===== src/rtl/ibfu_pipe.sv =====
// ibfu_pipe: pipelined inverse radix-2 DIT butterfly for the IFFT path.
// Recovers Xa = (Ya + Yb)/2 and Xb = ((Ya - Yb)/2) * conj(W) in Q1.14.
// Three register stages (S1 add/halve, S2 conj multiply + round, S3 range
// limit) advance together under a single stall signal from the output side.
// Build option: define IBFU_SAT_EN to clamp Xb to DW bits and track
// saturation in ovf_sticky; otherwise Xb wraps and ovf_sticky is 0.
module ibfu_pipe #(
  parameter int DW   = 16,
  parameter int FRAC = 14
) (
  input  logic          clk,
  input  logic          rst,
  input  logic          in_valid,
  output logic          in_ready,
  input  logic [DW-1:0] Yar,
  input  logic [DW-1:0] Yai,
  input  logic [DW-1:0] Ybr,
  input  logic [DW-1:0] Ybi,
  input  logic [DW-1:0] Wr,
  input  logic [DW-1:0] Wi,
  output logic          out_valid,
  input  logic          out_ready,
  output logic [DW-1:0] Xar,
  output logic [DW-1:0] Xai,
  output logic [DW-1:0] Xbr,
  output logic [DW-1:0] Xbi,
  output logic          ovf_sticky
);

  localparam int PW = 2 * DW;       // product width
  localparam int AW = 2 * DW + 1;   // accumulator width
  localparam int RW = AW - FRAC;    // width after the rounding shift
  localparam logic [AW-1:0] RND = AW'(1) << (FRAC - 1);

  logic advance;
  logic v1, v2;

  // The whole pipe moves unless a valid output is being held back.
  assign advance  = out_ready | ~out_valid;
  assign in_ready = advance;

  // S1 inputs: sums/differences at DW+1 bits, then halved by dropping the LSB.
  logic [DW:0] sum_r, sum_i, dif_r, dif_i;
  assign sum_r = {Yar[DW-1], Yar} + {Ybr[DW-1], Ybr};
  assign sum_i = {Yai[DW-1], Yai} + {Ybi[DW-1], Ybi};
  assign dif_r = {Yar[DW-1], Yar} - {Ybr[DW-1], Ybr};
  assign dif_i = {Yai[DW-1], Yai} - {Ybi[DW-1], Ybi};

  logic        [DW-1:0] xar1, xai1, xar2, xai2;
  logic signed [DW-1:0] dr1, di1, wr1, wi1;

  // Stage valid bits: the only pipeline state that must be cleared on reset.
  always_ff @(posedge clk or posedge rst) begin
    if (rst) begin
      v1        <= 1'b0;
      v2        <= 1'b0;
      out_valid <= 1'b0;
    end else if (advance) begin
      v1        <= in_valid;
      v2        <= v1;
      out_valid <= v2;
    end
  end

  // S1 data register: halved sum/difference plus the beat's own twiddle.
  // NOTE: datapath registers carry no reset; the valid bits qualify them.
  always_ff @(posedge clk) begin
    if (advance) begin
      xar1 <= sum_r[DW:1];
      xai1 <= sum_i[DW:1];
      dr1  <= dif_r[DW:1];
      di1  <= dif_i[DW:1];
      wr1  <= Wr;
      wi1  <= Wi;
    end
  end

  // S2 inputs: conj multiply (dr + j di)(wr - j wi) with half-up rounding.
  logic signed [PW-1:0] p_rr, p_ii, p_ir, p_ri;
  logic        [AW-1:0] acc_re, acc_im;
  assign p_rr   = PW'(dr1) * PW'(wr1);
  assign p_ii   = PW'(di1) * PW'(wi1);
  assign p_ir   = PW'(di1) * PW'(wr1);
  assign p_ri   = PW'(dr1) * PW'(wi1);
  assign acc_re = AW'(p_rr) + AW'(p_ii) + RND;
  assign acc_im = AW'(p_ir) - AW'(p_ri) + RND;

  logic signed [RW-1:0] re2, im2;

  // S2 data register: Xa passes through, Xb is the rounded Q1.14 product.
  always_ff @(posedge clk) begin
    if (advance) begin
      xar2 <= xar1;
      xai2 <= xai1;
      re2  <= acc_re[AW-1:FRAC];
      im2  <= acc_im[AW-1:FRAC];
    end
  end

  logic [DW-1:0] xbr_n, xbi_n;

`ifdef IBFU_SAT_EN
  localparam logic signed [RW-1:0] MAXV = RW'((2 ** (DW - 1)) - 1);
  localparam logic signed [RW-1:0] MINV = ~MAXV;

  logic sat_hit;

  // S3 range limit: clamp each Xb component and flag any clamp.
  // NOTE: defaults first so every path assigns every output (no latch).
  always_comb begin
    sat_hit = 1'b0;
    xbr_n   = re2[DW-1:0];
    xbi_n   = im2[DW-1:0];
    if (re2 > MAXV) begin
      xbr_n   = MAXV[DW-1:0];
      sat_hit = 1'b1;
    end else if (re2 < MINV) begin
      xbr_n   = MINV[DW-1:0];
      sat_hit = 1'b1;
    end
    if (im2 > MAXV) begin
      xbi_n   = MAXV[DW-1:0];
      sat_hit = 1'b1;
    end else if (im2 < MINV) begin
      xbi_n   = MINV[DW-1:0];
      sat_hit = 1'b1;
    end
  end

  // Sticky overflow flag, set as the saturated beat lands in S3.
  always_ff @(posedge clk or posedge rst) begin
    if (rst)                        ovf_sticky <= 1'b0;
    else if (advance & v2 & sat_hit) ovf_sticky <= 1'b1;
  end
`else
  // S3 range limit: keep the low DW bits (two's-complement wrap).
  always_comb begin
    xbr_n = re2[DW-1:0];
    xbi_n = im2[DW-1:0];
  end

  logic unused_hi;
  assign unused_hi  = ^{re2[RW-1:DW], im2[RW-1:DW]};
  assign ovf_sticky = 1'b0;
`endif

  // S3 output register: loads only real beats so outputs stay 0 after reset.
  always_ff @(posedge clk or posedge rst) begin
    if (rst) begin
      Xar <= '0;
      Xai <= '0;
      Xbr <= '0;
      Xbi <= '0;
    end else if (advance & v2) begin
      Xar <= xar2;
      Xai <= xai2;
      Xbr <= xbr_n;
      Xbi <= xbi_n;
    end
  end

endmodule

===== config.mk =====
export PLATFORM = sky130hd
export DESIGN_NAME = ibfu_pipe
export DESIGN_NICKNAME = d
export VERILOG_FILES = /design/src/rtl/ibfu_pipe.sv
export SDC_FILE = /design/constraint.sdc
export NUM_CORES = 2
export LEC_CHECK = 0
export ABC_AREA = 1
export BUFFER_PORTS_ARGS = -buffer_cell sky130_fd_sc_hd__buf_2
export CAP_MARGIN = 20
export CORE_MARGIN = 1.5
export CORE_UTILIZATION = 65
export CTS_CLUSTER_DIAMETER = 200
export DETAILED_ROUTE_END_ITERATION = 16
export HOLD_SLACK_MARGIN = 0.12
export PLACE_DENSITY_LB_ADDON = 0.1
export SETUP_SLACK_MARGIN = 0.5
export SLEW_MARGIN = 15
export SYNTH_ARGS = -nofsm -noshare
export SYNTH_HDL_FRONTEND = slang
export SYNTH_SLANG_ARGS = --single-unit

===== constraint.sdc =====
create_clock -name clk -period 8.5 [get_ports clk]
set_clock_uncertainty 0.1 [all_clocks]
set_input_delay 0.425 -clock clk [delete_from_list [all_inputs] [get_ports clk]]
set_output_delay 0.425 -clock clk [all_outputs]
set_load 0.1 [all_outputs]

==> flow_metrics.env <==
export IMPL_status="finished clean"
export IMPL_slowest_stage="edfxtp_1"
export IMPL_antenna_found_initial=2
export IMPL_drive_above_1_share_pct=7.406
export IMPL_drtIter0Drc=3121
export IMPL_die_height_um=281.1
export IMPL_dr_pass1_iters=5
export IMPL_setup_worst_path_start_class="flip-flop"
export IMPL_die_x_um=281.1
export IMPL_syn_inst=5885
export IMPL_cts_sinks=227
export IMPL_postRouteAntennaNets=0
export IMPL_period_needed_ns=7.783
export IMPL_path_cells="buf_4 > nand2_1 > inv_1 > fa_1 > fa_1 > inv_1 > fa_1 > inv_1 > fa_1 > fa_1 > fa_1 > fa_1 > inv_1 > fa_1 > inv_1 > ha_1 > a21oi_1 > o21ai_0 > o21bai_1 > a21oi_1 > o21ai_1 > inv_1 > nand2_1 > nand2_1"
export IMPL_cts_tree="yes"
export IMPL_critPathKind="reg2reg"
export IMPL_seq_area_um2=6481
export IMPL_reg2reg_depth=24
export IMPL_ios=167
export IMPL_hold_violations=0
export IMPL_synth_fp_nets=7419
export IMPL_cts_max_level=1
export IMPL_tns_ns=0
export IMPL_synth_area_per_cell_um2=8.542
export IMPL_timing_final_crit_share_pct=91.56
export IMPL_clk_pin_slew_ns=0.06
export IMPL_io_buffers=165
export IMPL_grt_pass1_wl_um=213200
export IMPL_wl_per_cell_um=18.54
export IMPL_netlist_cell_type_count=47
export IMPL_synth_edff_count=160
export IMPL_crit_end="re2[15]$_DFFE_PN_"
export IMPL_cpMostUsedCell="fa_1"
export IMPL_final_cell_mix="1,944 x inv_1, 1,369 x nand2_1, 1,089 x fa_1"
export IMPL_synth_async_reset_ratio_pct=29.52
export IMPL_cts_buffer_depth=3
export IMPL_row_count=101
export IMPL_fill_cells=6184
export IMPL_multiInputGateArea_um2=35630
export IMPL_placed_area_um2=52430
export IMPL_overflow=0
export IMPL_endpoint_kind="flip-flop"
export IMPL_gp_congestion=0.9170
export IMPL_initial_core_util_pct=65.97
export IMPL_cts_buffers=29
export IMPL_vias=37370
export IMPL_stdcell_area_um2=54060
export IMPL_r2r_start="dr1[8]$_DFFE_PN_"
export IMPL_area_delta_synth_final_pct=7.544
export IMPL_dp_final_hpwl_um=105600
export IMPL_rsz0062_at_grt="yes"
export IMPL_reg2reg_setup_slack_ns=0.72
export IMPL_timing_rr_end="re2[15]$_DFFE_PN_"
export IMPL_seq_area_frac_synth_pct=12.89
export IMPL_worstPathRequired_ns=8.80
export IMPL_cp_slowest_stage_delay_ns=1.00
export IMPL_vias_per_cell=5.277
export IMPL_cp_startpoint="dr1[8]$_DFFE_PN_"
export IMPL_drv_slew=0
export IMPL_layout_commonest_cell="inv_1"
export IMPL_crit_cells=24
export IMPL_ys_seq_elements=227
export IMPL_path_max_fanout=19
export IMPL_grt_pass1_vias=40141
export IMPL_grt_max_degree=65
export IMPL_cap_violations=0
export IMPL_layout_nets=7560
export IMPL_core_area_um2=76200
export IMPL_root_buffer="clkbuf_16"
export IMPL_grtUsageTotal_pct=35.38
export IMPL_die_area_um2=79020
export IMPL_drc=0
export IMPL_slew_limit_headroom_pct=29.04
export IMPL_critPathArrivalTime_ns=8.08
export IMPL_critPathTopFamily="adder cells"
export IMPL_synth_ff_type="edfxtp_1"
export IMPL_routed_wl_um=131300
export IMPL_clock_latency_ns=0.64
export IMPL_synthesis_area_um2=50270
export IMPL_path_buf_inv=7
export IMPL_min_path_type="in2reg"
export IMPL_report_final_setup_viol=0
export IMPL_worst_pin_slew_ns=1.064
export IMPL_ys_warn_count=0
export IMPL_fmax_mhz=128.5
per-layer routing:
layer | vias up | GRT usage, % | share of wire (%)
met5 | - | 0 | 0.0091
met4 | 2 | 14.73 | 4.9
met3 | 284 | 6.060 | 8.5
met2 | 1499 | 57.53 | 47
met1 | 18714 | 47.29 | 40
li1 | 16871 | - | -
timing repair:
action / CTS / global route
setup buffers: 2 / 26
hold buffers: 34 / 0
endpoints found under the hold margin: 61 / 0
gates resized for setup: 0 / 2
setup endpoints to repair: 1 / 10
worst min-delay path by stage:
stage,startpoint,cells past startpoint,to,slack [ns]
final,Yai[15],4,di1[15]$_DFFE_PN_,0.16
after global routing,Ybr[15],4,xar1[15]$_DFFE_PN_,0.19
after CTS,Yai[15],4,di1[15]$_DFFE_PN_,0.14
after detailed placement,xar1[1]$_DFFE_PN_,0,xar2[1]$_DFFE_PN_,0.30
after global placement,xar1[8]$_DFFE_PN_,0,xar2[8]$_DFFE_PN_,0.30
after floorplan,xai1[0]$_DFFE_PN_,0,xai2[0]$_DFFE_PN_,0.30
logic make-up after synthesis:
kind of cell | share of synthesized area [%]
XOR/XNOR | 1.585
adder cells (fa/ha/maj) | 51.95
AO/OA/AOI/OAI | 2.877
AND/OR/NAND/NOR | 12.97
multiplexers | 1.456
other | 0.007460
buffers and inverters | 16.26
flip-flops | 12.89
synth_stat cells (15+ instances only):
library cell | number | area share (%)
buf_2 | 21 | 0.21
a21oi_1 | 111 | 1.1
edfxtp_1 | 160 | 9.6
o21ai_0 | 46 | 0.46
nor2_1 | 124 | 0.93
or2_2 | 24 | 0.30
ha_1 | 345 | 8.6
o21bai_1 | 15 | 0.22
inv_1 | 1946 | 15
xor2_1 | 74 | 1.3
nor3_1 | 24 | 0.24
nand4_1 | 20 | 0.25
clkbuf_1 | 190 | 1.4
xnor2_1 | 17 | 0.30
dfrtp_1 | 67 | 3.3
nand2_1 | 1371 | 10
fa_1 | 1089 | 43
nand3_1 | 77 | 0.77
mux2_2 | 65 | 1.5
sequential cells by signal, summed over array words and instances (netlist names), 16 cells and up:
name  flops
xar1     16
re2      16
wr1      16
wi1      16
Xai      16
Xar      16
di1      16
dr1      16
xai1     16
im2      16
Xbi      16
xar2     16
xai2     16
Xbr      16
area by class of cell:
type,count,share of cell area [%]
antenna,3,0.01389
clock buffer,40,1.514
clock inverter,14,0.3402
inverter,1948,13.53
multi-input combinational,3491,65.91
sequential,227,11.99
tap,1030,2.384
timing repair buffer,329,4.321
tightest hold or removal path, cell delays in order:
cell     delay [ns]
buf_2          0.09
ha_1           0.16
nand2_1        0.05
nand2_1        0.06
per-stage QoR:
step / instances / worst slack, ns / hold WS, ns / util [%]
2_1_floorplan: 5885 / 1.493 / 0.3003 / -
3_5_place_dp: 6962 / 0.5417 / 0.3045 / 68.80
4_1_cts: 7052 / 0.6119 / 0.1380 / 70.59
6_report: 7082 / 0.7170 / 0.1573 / 70.95
3_3_place_gp: 6961 / 0.6151 / 0.3016 / 68.77
5_1_grt: 7079 / 0.4088 / 0.1892 / 70.94
Power is left out: the tool's default activity adds up to more than one toggle a clock period on the data nets, which glitch-free logic cannot reach.
